File: src/rtl/game_ctrl.sv
// rtl/game_ctrl.sv - Breakout game sequencer: serve delay, ball motion enable, lives, end of game.
// Optional: define BONUS_LIFE_EN to award a life every BONUS_HITS bar contacts.
module game_ctrl #(
  parameter int LIVES        = 3,
  parameter int LIFE_W       = 2,
  parameter int SERVE_CYCLES = 50000000,
  parameter int BONUS_HITS   = 10
) (
  input  logic              clock,
  input  logic              reset,
  input  logic              btn_start,
  input  logic              hit_bar,
  input  logic              ball_lost,
  input  logic              bricks_clear,
  output logic              start,
  output logic              hit_pulse,
  output logic              ball_run,
  output logic              ball_reset,
  output logic [LIFE_W-1:0] lives,
  output logic              game_over,
  output logic              win,
  output logic [2:0]        state
);

  localparam int TMR_W = (SERVE_CYCLES > 1) ? $clog2(SERVE_CYCLES) : 1;
  localparam logic [TMR_W-1:0]  TMR_LOAD   = TMR_W'(SERVE_CYCLES - 1);
  localparam logic [LIFE_W-1:0] LIVES_INIT = LIFE_W'(LIVES);

  typedef enum logic [2:0] {
    S_IDLE  = 3'd0,
    S_SERVE = 3'd1,
    S_PLAY  = 3'd2,
    S_MISS  = 3'd3,
    S_OVER  = 3'd4,
    S_WIN   = 3'd5
  } state_t;

  state_t            cur, nxt;
  logic [TMR_W-1:0]  tmr, tmr_nxt;
  logic [LIFE_W-1:0] lives_nxt;
  logic              btn_q, hit_q;
  logic              btn_rise, hit_rise;
  logic              new_game, hit_nxt;

`ifdef BONUS_LIFE_EN
  localparam int BCNT_W = $clog2(BONUS_HITS) + 1;
  localparam logic [LIFE_W-1:0] LIVES_MAX = '1;
  logic [BCNT_W-1:0] bcnt, bcnt_nxt;
`else
  localparam int unused_bonus_hits = BONUS_HITS;
`endif

  always_ff @(posedge clock or posedge reset) begin
    if (reset) cur <= S_IDLE;
    else       cur <= nxt;
  end

  always_comb begin
    btn_rise  = btn_start & ~btn_q;
    hit_rise  = hit_bar & ~hit_q;
    nxt       = cur;
    tmr_nxt   = tmr;
    lives_nxt = lives;
    new_game  = 1'b0;
    hit_nxt   = (cur == S_PLAY) && hit_rise;
    case (cur)
      S_IDLE, S_OVER, S_WIN: begin
        if (btn_rise) begin
          nxt       = S_SERVE;
          new_game  = 1'b1;
          lives_nxt = LIVES_INIT;
          tmr_nxt   = TMR_LOAD;
        end
      end
      S_SERVE: begin
        if (tmr == '0) nxt = S_PLAY;
        else           tmr_nxt = tmr - 1'b1;
      end
      S_PLAY: begin
        if (bricks_clear)   nxt = S_WIN;
        else if (ball_lost) nxt = S_MISS;
      end
      S_MISS: begin
        if (lives <= LIFE_W'(1)) begin
          lives_nxt = '0;
          nxt       = S_OVER;
        end else begin
          lives_nxt = lives - 1'b1;
          nxt       = S_SERVE;
          tmr_nxt   = TMR_LOAD;
        end
      end
      default: nxt = S_IDLE;
    endcase
`ifdef BONUS_LIFE_EN
    // Bonus lands on the same edge as the pulse; only PLAY issues pulses, so no MISS/new-game clash.
    bcnt_nxt = bcnt;
    if (new_game) begin
      bcnt_nxt = '0;
    end else if (hit_nxt) begin
      if (bcnt == BCNT_W'(BONUS_HITS - 1)) begin
        bcnt_nxt = '0;
        if (lives != LIVES_MAX) lives_nxt = lives + 1'b1;
      end else begin
        bcnt_nxt = bcnt + 1'b1;
      end
    end
`endif
  end

  // Outputs decode the next state so they line up with the state register.
  always_ff @(posedge clock or posedge reset) begin
    if (reset) begin
      tmr        <= '0;
      lives      <= LIVES_INIT;
      btn_q      <= 1'b1;
      hit_q      <= 1'b1;
      start      <= 1'b0;
      hit_pulse  <= 1'b0;
      ball_run   <= 1'b0;
      ball_reset <= 1'b1;
      game_over  <= 1'b0;
      win        <= 1'b0;
    end else begin
      tmr        <= tmr_nxt;
      lives      <= lives_nxt;
      btn_q      <= btn_start;
      hit_q      <= hit_bar;
      start      <= new_game;
      hit_pulse  <= hit_nxt;
      ball_run   <= (nxt == S_PLAY);
      ball_reset <= (nxt != S_PLAY);
      game_over  <= (nxt == S_OVER);
      win        <= (nxt == S_WIN);
    end
  end

`ifdef BONUS_LIFE_EN
  always_ff @(posedge clock or posedge reset) begin
    if (reset) bcnt <= '0;
    else       bcnt <= bcnt_nxt;
  end
`endif

  assign state = cur;

endmodule
File: config.mk
export PLATFORM = sky130hd
export DESIGN_NAME = game_ctrl
export DESIGN_NICKNAME = d
export VERILOG_FILES = /design/src/rtl/game_ctrl.sv
export SDC_FILE = /design/constraint.sdc
export NUM_CORES = 1
export LEC_CHECK = 0
export BUFFER_PORTS_ARGS = -buffer_cell sky130_fd_sc_hd__buf_2
export CORE_ASPECT_RATIO = 1.4
export CORE_MARGIN = 1
export CORE_UTILIZATION = 53
export CTS_BUF_LIST = sky130_fd_sc_hd__clkbuf_4 sky130_fd_sc_hd__clkbuf_8 sky130_fd_sc_hd__clkbuf_16
export DETAILED_ROUTE_END_ITERATION = 12
export PLACE_DENSITY = 0.75
export SLEW_MARGIN = 20
export SYNTH_ARGS = -nofsm -noshare
export SYNTH_HDL_FRONTEND = slang
export SYNTH_SLANG_ARGS = --single-unit
File: constraint.sdc
create_clock -name clock -period 2.1 [get_ports clock]
set_input_delay 0.105 -clock clock [delete_from_list [all_inputs] [get_ports clock]]
set_output_delay 0.105 -clock clock [all_outputs]
set_load 0.005 [all_outputs]
==> run metrics, run 1 <==
Worst slew margin 0.590; reg2reg path depth 6; register area 982 um2; Initial Util 0.563; crit-path max cell delay 530 ps; Overflow after GRT 0; commonest non-fill, non-tap cell in the layout buf_4; Post-Synth Adder-Cell Area 0.00594; final worst-path setup slack -154 ps; CP max stage cell or4_4; switching power just over 300 uW; f_max 444 MHz; gpl congestion roughly 0.84; worst skew pair latency 310 ps; Worst Path Required approximately 2300 ps; Largest delay share family, worst path simple AND/OR/NAND/NOR gates; Pint ~1.1 mW; Worst EP arrival 2450 ps; Avg Vias per Cell about 6; Synth Area in Simple Gates 0.274; WL met2 2960 um; Bufs on Longest Clock Path 2; first-pass GRT wire length between 8000 and 9000 um; Fillers roughly 260; Combinational Power Share 0.020; post-route design area 0.00276 mm2; xor/xnor share of the synthesized area 0; DR iter-0 viols between 90 and 100; dpl hpwl approximately 3700 um; maximum fanout along the worst path 5; fin crit share 1.07; vias in the first global route 1870; Reg power frac 0.531; Rows 26; Reg2Reg Capture Point win$_DFF_PP0_; routed wl met3 199 um; clk slew on worst S/H paths 70 ps; mux share of post-synthesis cell area 0.00950; die area 0.00424 mm2; R2R Path Start tmr[10]$_DFFE_PP0P_; Main synth FF type dfrtp_1; Critical Path End win$_DFF_PP0_; RSZ-0062 raised after global routing yes; Boundary Pins 17; die width 55.3 um; Post-Route Skew 5.26 ps; DRC 0; status finished with violations; power density over the cells 515 mW/mm2; Synth Area in Compound Gates 0.197; # diodes 0; core region area 0.00374 mm2; drt pass-1 iters 4; Net Sw Frac 0.214; worst slew pin tran around 610 ps; IO buf count 16; uppermost layer routed met4; Post-synth EDFFs 0; share of cells above drive strength 1 0.351; Num Clock Sinks 39; failing checks negative setup slack; crit path buf inv count 1; drt total wl 5430 um; #FFs+latches synth 39; largest family of logic cells by synthesized area simple AND/OR/NAND/NOR gates; detailed-route wire length per cell between 15 and 20 um; Final #Nets 288; Area growth, synth to finish 30.9%; # setup viols final 26; Fin. Hold Viols 0; Crit. Startpoint tmr[10]$_DFFE_PP0P_; Post-Synthesis Cell Area 0.00211 mm2; crit path cell chain or4_4 > or3_4 > buf_6 > o31ai_4 > o2111ai_4 > and2_4; synthesized area per cell around 9.6 um2; Mapped Nets 226; Multi-input gate area 0.00111 mm2; post-synthesis sequential area ratio 0.466; DR vias around 2000; cts bufs inserted 5; root buffer cell clkbuf_8; CP endpoint kind flip-flop; Ys Warns 0; M1 wire length roughly 2100 um; Peak VDD IR 0.571 mV; kind of critical path flip-flop to flip-flop; Slew Limit Fails 0; FF-to-FF setup slack -150 ps; most frequent cells in the layout 42 x buf_4, 34 x dfrtp_1, 19 x nor2_1, 16 x buf_2, 11 x a21oi_1; chip height 76.6 um; Post-Syn Instances between 200 and 250; startpoint types flip-flop; leak pwr around 1.2 nW; CTS tree built; GRT Total Usage 0.261; asr flop ratio synth 1.00; Clock Power Share 0.449; placed inst area 0.00251 mm2; Pwr Total 1.42 mW; MaxCap Viol Count 0; # H-tree levels 2; Worst path depth 6; minimum clock period 2250 ps; Final ANT Viol Nets 0; initial antenna violation count 0; largest net degree at the start of global routing 40; synth unique cells 46; worst hold path type input port to flip-flop
cell usage after synthesis (3+ instances only):
cell type	number	area, um2
clkbuf_1	3	11.3
nand2_1	10	37.5
buf_6	3	33.8
and4_1	4	35.0
nand3_1	9	45.0
o21ai_0	12	60.1
o21ai_1	4	20.0
o31ai_1	9	67.6
and2_1	4	25.0
nor3_1	10	50.1
dfstp_2	5	131
nand2b_1	4	25.0
a21oi_1	12	60.1
or3_1	4	25.0
nand4_1	7	43.8
nor2_1	19	71.3
a31oi_1	9	56.3
dfrtp_1	34	851
or4_1	10	75.1
inv_1	9	33.8
cell type report:
cell class              count  share of cell area
flip-flops and latches     39               0.356
clock buffers               5              0.0250
clock inverters             3              0.0159
repair buffers             64               0.170
multi-input cells         162               0.402
inverters                   9              0.0123
well taps                  42              0.0191
per-stage QoR:
stage / setup slack, ps / instances / utilization / setup TNS [ps] / hold WS, ps
detailed placement: -201 / 311 / 0.671 / -3010 / 222
global route: -216 / 324 / 0.737 / -3550 / 140
finish: -154 / 324 / 0.737 / -1320 / 116
global placement: -155 / 311 / 0.671 / -2060 / 221
floorplan: -146 / 219 / - / -2030 / 109
CTS: -108 / 322 / 0.718 / -891 / 102
metal layers:
layer  vias up  track usage
met2        51        0.478
met5         -            0
met1       982        0.289
li1        955            -
met3        13       0.0492
met4         0        0.108
power groups by stage:
| stage | clock, mW | combinational [mW] | sequential, mW |
|---|---|---|---|
| floorplan | 0 | 0.0133 | 0.769 |
| global placement | 0 | 0.0244 | 0.769 |
| detailed placement | 0 | 0.0248 | 0.769 |
| CTS | 0.642 | 0.0289 | 0.755 |
| global route | 0.664 | 0.0342 | 0.755 |
| finish | 0.637 | 0.0288 | 0.755 |
worst min-delay path by stage:
stage | end | cells after the start | slack [ps] | startpoint
2_1_floorplan | btn_q$_DFF_PP1_ | 0 | 110 | btn_start
3_3_place_gp | hit_q$_DFF_PP1_ | 1 | 220 | hit_bar
3_5_place_dp | hit_q$_DFF_PP1_ | 1 | 220 | hit_bar
4_1_cts | ball_run$_DFF_PP0_ | 3 | 100 | bricks_clear
5_1_grt | ball_run$_DFF_PP0_ | 3 | 140 | bricks_clear
6_report | ball_run$_DFF_PP0_ | 3 | 120 | bricks_clear
cell families after synthesis:
| group | Yosys count |
|---|---|
| flops | 39 |
| fa+ha+maj | 1 |
| compound gates | 59 |
| buf+inv | 18 |
| mux | 2 |
| simple gates | 100 |
worst min-delay path: stages:
cell and delay, ps:
buf_2 100, or2_2 120, a21oi_1 60
state kept, by name, summed over array words and instances, names as in the netlist:
name / flops
ball_run: 1
ball_reset: 1
win: 1
tmr: 26
hit_q: 1
state: 3
game_over: 1
btn_q: 1
lives: 2
start: 1
hit_pulse: 1
timing repair:
item	in CTS	in global routing
pin swaps	3	3
setup endpoints to repair	31	31
gates resized for setup	9	11
endpoints found under the hold margin	36	0
hold buffers	3	0
buffers inserted	1	3
Power figures use the tool's default switching activity.
==> inputs of run 2 (changes only) <==
--- a/config.mk
+++ b/config.mk
@@ -6,7 +6,7 @@
 export NUM_CORES = 1
 export LEC_CHECK = 0
 export BUFFER_PORTS_ARGS = -buffer_cell sky130_fd_sc_hd__buf_2
-export CORE_ASPECT_RATIO = 1.4
+export CORE_ASPECT_RATIO = 0.9
 export CORE_MARGIN = 1
 export CORE_UTILIZATION = 53
 export CTS_BUF_LIST = sky130_fd_sc_hd__clkbuf_4 sky130_fd_sc_hd__clkbuf_8 sky130_fd_sc_hd__clkbuf_16
==> run metrics, run 2 (same netlist as run 1, synthesis figures left out) <==
first-pass GRT wire length 8400 um (-2.3%); Reg2Reg Capture Point tmr[19]$_DFFE_PP0P_; hold_sp bricks_clear; worst skew pair latency 300 ps (about the same); startpoint types flip-flop; DR vias 1933 (-3.4%); core region area 0.00376 mm2 (+0.43%); worst slew pin tran 678 ps (+68.6 ps); Worst slew margin 0.543 (-0.0462); minimum clock period 2190 ps (-63.7 ps); initial antenna violation count 0 (unchanged); # diodes 0 (unchanged); dpl hpwl 3580 um (-3.7%); chip height 61.8 um (-19%); # setup viols final 16 (-38%); maximum fanout along the worst path 8 (+3); status finished with violations; Pwr Total 1.44 mW (+1.1%); Final #Nets 281 (-2.4%); Peak VDD IR 0.395 mV (-31%); final worst-path setup slack -90.1 ps (+63.7 ps); RSZ-0062 raised after global routing yes; DR iter-0 viols 162 (+74%); Post-Route Skew 11.5 ps (+6.26 ps); gpl congestion 0.886 (+6.1%); leak pwr 1.18 nW (-1.5%); worst hold slack 139 ps (+22.8 ps); vias in the first global route 1738 (-7.1%); drt total wl 5160 um (-5.0%); die width 68.5 um (+24%); MaxCap Viol Count 0 (unchanged); Overflow after GRT 0 (unchanged); largest reg by FF count tmr; DRC 0 (unchanged); clk slew on worst S/H paths 80 ps (about the same); largest net degree at the start of global routing 40 (unchanged); fin crit share 1.04 (-0.0303); drt pass-1 iters 4 (unchanged); FF-to-FF setup slack -90 ps (+60 ps); max reg flops 26 (unchanged); Area growth, synth to finish 31.4%; Slew Limit Fails 0 (unchanged); Rows 21 (-19%); # H-tree levels 2 (unchanged); failing checks negative setup slack; Final ANT Viol Nets 0 (unchanged); Bufs on Longest Clock Path 2 (unchanged); R2R Path Start tmr[10]$_DFFE_PP0P_; CTS tree built; worst hold path type input port to flip-flop; hold path endpoint state[1]$_DFF_PP0_; cts bufs inserted 5 (unchanged); hold depth 3 (unchanged); detailed-route wire length per cell 16.1 um (-4.1%); share of cells above drive strength 1 0.367 (+0.0162); f_max 457 MHz (+2.9%); root buffer cell clkbuf_8; GRT Total Usage 0.278 (+0.0167); Num Clock Sinks 39 (unchanged); Initial Util 0.561 (-0.00244); Avg Vias per Cell 6.02 (-2.5%); kind of critical path flip-flop to flip-flop; Worst Path Required 2330 ps (+30 ps); IO buf count 16 (unchanged); Fin. Hold Viols 0 (unchanged); commonest non-fill, non-tap cell in the layout dfrtp_1; die area 0.00423 mm2 (about the same); Boundary Pins 17 (unchanged); CP endpoint kind flip-flop; Worst EP arrival 2420 ps (-30 ps); reg2reg path depth 6 (unchanged); power density over the cells 519 mW/mm2 (+0.76%); most frequent cells in the layout 34 x dfrtp_1, 32 x buf_4, 18 x nor2_1, 16 x buf_2
==> run 2: cell types whose count changed in the layout (fill, tap and decap cells not counted), sizes merged <==
| cell | delta |
|---|---|
| buf | -8 |
| clkbuf | +1 |
| clkinv | -1 |
| o21ai | +1 |
==> run 2: worst max path at each step <==
stage                   startpoint                   to  slack, ps  cells after the start
2_1_floorplan   tmr[3]$_DFFE_PP0P_   tmr[5]$_DFFE_PP0P_       -150                      8
5_1_grt        tmr[10]$_DFFE_PP0P_        win$_DFF_PP0_       -160                      6
4_1_cts        tmr[10]$_DFFE_PP0P_        win$_DFF_PP0_        -80                      6
6_report       tmr[10]$_DFFE_PP0P_  tmr[19]$_DFFE_PP0P_        -90                      6
3_3_place_gp    tmr[6]$_DFFE_PP0P_  tmr[24]$_DFFE_PP0P_       -120                      6
3_5_place_dp    tmr[6]$_DFFE_PP0P_  tmr[18]$_DFFE_PP0P_       -160                      6
==> run 2: final cells by class <==
class	count	area, um2
clock buffers	6	82.6
clock inverters	2	35.0
fillers	273	990
inverters	9	33.8
multi-input cells	163	1150
flip-flops and latches	39	982
well taps	46	57.6
repair buffers	56	424
==> run 2: what timing repair did <==
item | 4_1_cts | 5_1_grt
endpoints found under the hold margin | 36 | 0
gates resized for setup | 15 | 18
setup endpoints to repair | 27 | 28
setup buffers | 2 | 0
cloned | 1 | 0
hold buffers | 3 | 0
pin swaps | 14 | 9
==> run 2: critical path, cell delays in order, from the launching register on <==
cell and delay (ps):
dfrtp_1 380, or4_4 530, or3_4 400, o31a_1 350, buf_12 170, and4_1 180, o21ai_1 120
==> run 2: routing by layer <==
layer	GRT usage	part of all wire	up-vias
met5	0	0	-
met4	0.107	0.020	0
met3	0.0639	0.043	12
met2	0.410	0.46	44
met1	0.395	0.48	934
li1	-	-	943
==> run 2: report_power, final <==
group          internal, mW  switching [mW]  total, mW
Combinational       0.00929          0.0191     0.0284
Clock                 0.384           0.269      0.654
Sequential            0.754        0.000516      0.755
==> run 2: metrics by stage <==
step	util	cell area [um2]	worst slack, ps	setup TNS, ps	std cells
floorplan	-	2110	-146	-2030	219
detailed placement	0.658	2470	-164	-1940	308
finish	0.737	2770	-90.1	-793	321
global route	0.737	2770	-163	-2820	321
global placement	0.658	2470	-120	-1320	308
CTS	0.719	2700	-75.6	-474	321
==> inputs of run 3 (changes only) <==
--- a/config.mk
+++ b/config.mk
@@ -6,13 +6,12 @@
 export NUM_CORES = 1
 export LEC_CHECK = 0
 export BUFFER_PORTS_ARGS = -buffer_cell sky130_fd_sc_hd__buf_2
-export CORE_ASPECT_RATIO = 0.9
+export CORE_ASPECT_RATIO = 0.6
 export CORE_MARGIN = 1
 export CORE_UTILIZATION = 53
 export CTS_BUF_LIST = sky130_fd_sc_hd__clkbuf_4 sky130_fd_sc_hd__clkbuf_8 sky130_fd_sc_hd__clkbuf_16
 export DETAILED_ROUTE_END_ITERATION = 12
 export PLACE_DENSITY = 0.75
-export SLEW_MARGIN = 20
 export SYNTH_ARGS = -nofsm -noshare
 export SYNTH_HDL_FRONTEND = slang
 export SYNTH_SLANG_ARGS = --single-unit
==> run metrics, run 3 (same netlist as run 1, synthesis figures left out) <==
die width 83.4 um (+22%); # setup viols final 31 (+15); Reg2Reg Capture Point win$_DFF_PP0_; hold depth 3 (unchanged); drt total wl 6080 um (+18%); Rows 17 (-19%); hold path endpoint ball_run$_DFF_PP0_; DRC 0 (unchanged); crit-path max cell delay 560 ps (+30 ps); hold_sp bricks_clear; kind of critical path flip-flop to flip-flop; post-route design area 0.00290 mm2 (+4.6%); vias in the first global route 1916 (+10%); Final #Nets 291 (+3.6%); DR vias 2098 (+8.5%); setup TNS -1980 ps (-1190 ps); CP endpoint kind flip-flop; Setup WS pre-CTS -244 ps (-80.7 ps); initial antenna violation count 0 (unchanged); Fin. Hold Viols 0 (unchanged); root buffer cell clkbuf_8; CTS tree built; commonest non-fill, non-tap cell in the layout buf_4; # diodes 0 (unchanged); minimum clock period 2240 ps (+47.4 ps); worst hold path type input port to flip-flop; RSZ-0062 raised after global routing yes; Worst slew margin 0.666 (+0.123); CP max stage cell or4_4; placed inst area 0.00251 mm2 (+1.7%); Worst Path Required 2290 ps (-40 ps); Non-Filler Instances 332 (+3.4%); Peak VDD IR 0.601 mV (+52%); die area 0.00424 mm2 (+0.19%); GRT Total Usage 0.303 (+0.0253); Layout Utilization 0.773 (+0.0368); detailed-route wire length per cell 18.3 um (+14%); worst skew pair latency 300 ps (about the same); largest reg by FF count tmr; startpoint types flip-flop; drt pass-1 iters 5 (+1); Bufs on Longest Clock Path 2 (unchanged); worst hold slack 124 ps (-15.0 ps); Avg Vias per Cell 6.32 (+4.9%); Post-Route Skew 1.45 ps (-10.1 ps); max reg flops 26 (unchanged); reg2reg path depth 6 (unchanged); chip height 50.8 um (-18%); clk slew on worst S/H paths 80 ps (about the same); dpl hpwl 3920 um (+9.4%); failing checks negative setup slack; largest net degree at the start of global routing 40 (unchanged); Num Clock Sinks 39 (unchanged); Slew Limit Fails 0 (unchanged); Boundary Pins 17 (unchanged); gpl congestion 0.875 (-1.3%); R2R Path Start tmr[6]$_DFFE_PP0P_; share of cells above drive strength 1 0.396 (+0.0292); f_max 447 MHz (-2.1%); DR iter-0 viols 156 (-3.7%); Placed Cells incl. Taps 316 (+2.6%); most frequent cells in the layout 43 x buf_4, 34 x dfrtp_1, 19 x nor2_1, 16 x buf_2; first-pass GRT wire length 9530 um (+13%); core region area 0.00374 mm2 (-0.37%); FF-to-FF setup slack -140 ps (-50 ps); Area growth, synth to finish 37.4%; # H-tree levels 2 (unchanged); final worst-path setup slack -138 ps (-47.4 ps); Fillers 228 (-16%); Worst EP arrival 2430 ps (about the same); Initial Util 0.563 (+0.00206); worst slew pin tran 501 ps (-177 ps); status finished with violations; Final ANT Viol Nets 0 (unchanged); power density over the cells 531 mW/mm2 (+2.3%); leak pwr 1.24 nW (+5.5%); maximum fanout along the worst path 5 (-3); fin crit share 1.07 (+0.0226); Overflow after GRT 0 (unchanged); MaxCap Viol Count 0 (unchanged); cts bufs inserted 5 (unchanged); Pwr Total 1.54 mW (+7.0%); crit path cell chain or4_4 > or3_4 > buf_6 > o31ai_4 > o2111ai_4 > and2_1; IO buf count 16 (unchanged)
run 3: changes by cell type in the layout (fill, tap and decap cells not counted), sizes merged:
cell	before	now
bufinv	1	2
o21ai	17	16
clkinv	1	0
buf	53	64
clkbuf	6	5
clkinvlp	0	1
run 3: worst max-delay path by stage:
stage | from | end | slack [ps] | depth (start not counted)
after CTS | tmr[10]$_DFFE_PP0P_ | win$_DFF_PP0_ | -120 | 6
after global routing | tmr[11]$_DFFE_PP0P_ | win$_DFF_PP0_ | -210 | 6
after floorplan | tmr[3]$_DFFE_PP0P_ | tmr[5]$_DFFE_PP0P_ | -150 | 8
after global placement | tmr[6]$_DFFE_PP0P_ | tmr[20]$_DFFE_PP0P_ | -130 | 6
final | tmr[6]$_DFFE_PP0P_ | win$_DFF_PP0_ | -140 | 6
after detailed placement | tmr[6]$_DFFE_PP0P_ | tmr[18]$_DFFE_PP0P_ | -240 | 6
run 3: power by group:
part | leakage, nW | switching (mW) | internal [mW]
Combinational | 0.740 | 0.0206 | 0.0105
Sequential | 0.439 | 0.000418 | 0.754
Clock | 0.0644 | 0.278 | 0.474
Total | 1.24 | 0.299 | 1.24
run 3: critical path, delay by kind of cell (launching register included):
| family | cells | cell delay (ps) |
|---|---|---|
| simple gates | 3 | 1130 |
| buf+inv | 1 | 130 |
| compound gates | 2 | 460 |
| flops | 1 | 400 |
run 3: layer usage:
| layer | vias to the layer above | GRT usage | wire length, um |
|---|---|---|---|
| met1 | 1011 | 0.445 | 2880 |
| met3 | 15 | 0.0646 | 439 |
| met5 | - | 0 | 0 |
| met4 | 0 | 0.135 | 149 |
| met2 | 103 | 0.433 | 2620 |
| li1 | 969 | - | - |
run 3: layout make-up:
type | instances | area (um2) | share of cell area
tap | 47 | 58.8 | 0.0203
clock buffer | 5 | 68.8 | 0.0238
sequential | 39 | 982 | 0.339
clock inverter | 3 | 67.6 | 0.0233
timing repair buffer | 67 | 498 | 0.172
inverter | 9 | 33.8 | 0.0117
multi-input combinational | 162 | 1190 | 0.410
run 3: what timing repair did:
| item | in CTS | in global routing |
|---|---|---|
| endpoints found under the hold margin | 36 | 0 |
| pin swaps | 11 | 11 |
| endpoints found under the setup margin | 31 | 31 |
| buffers inserted | 2 | 5 |
| hold buffers | 3 | 0 |
| resized for setup | 21 | 20 |
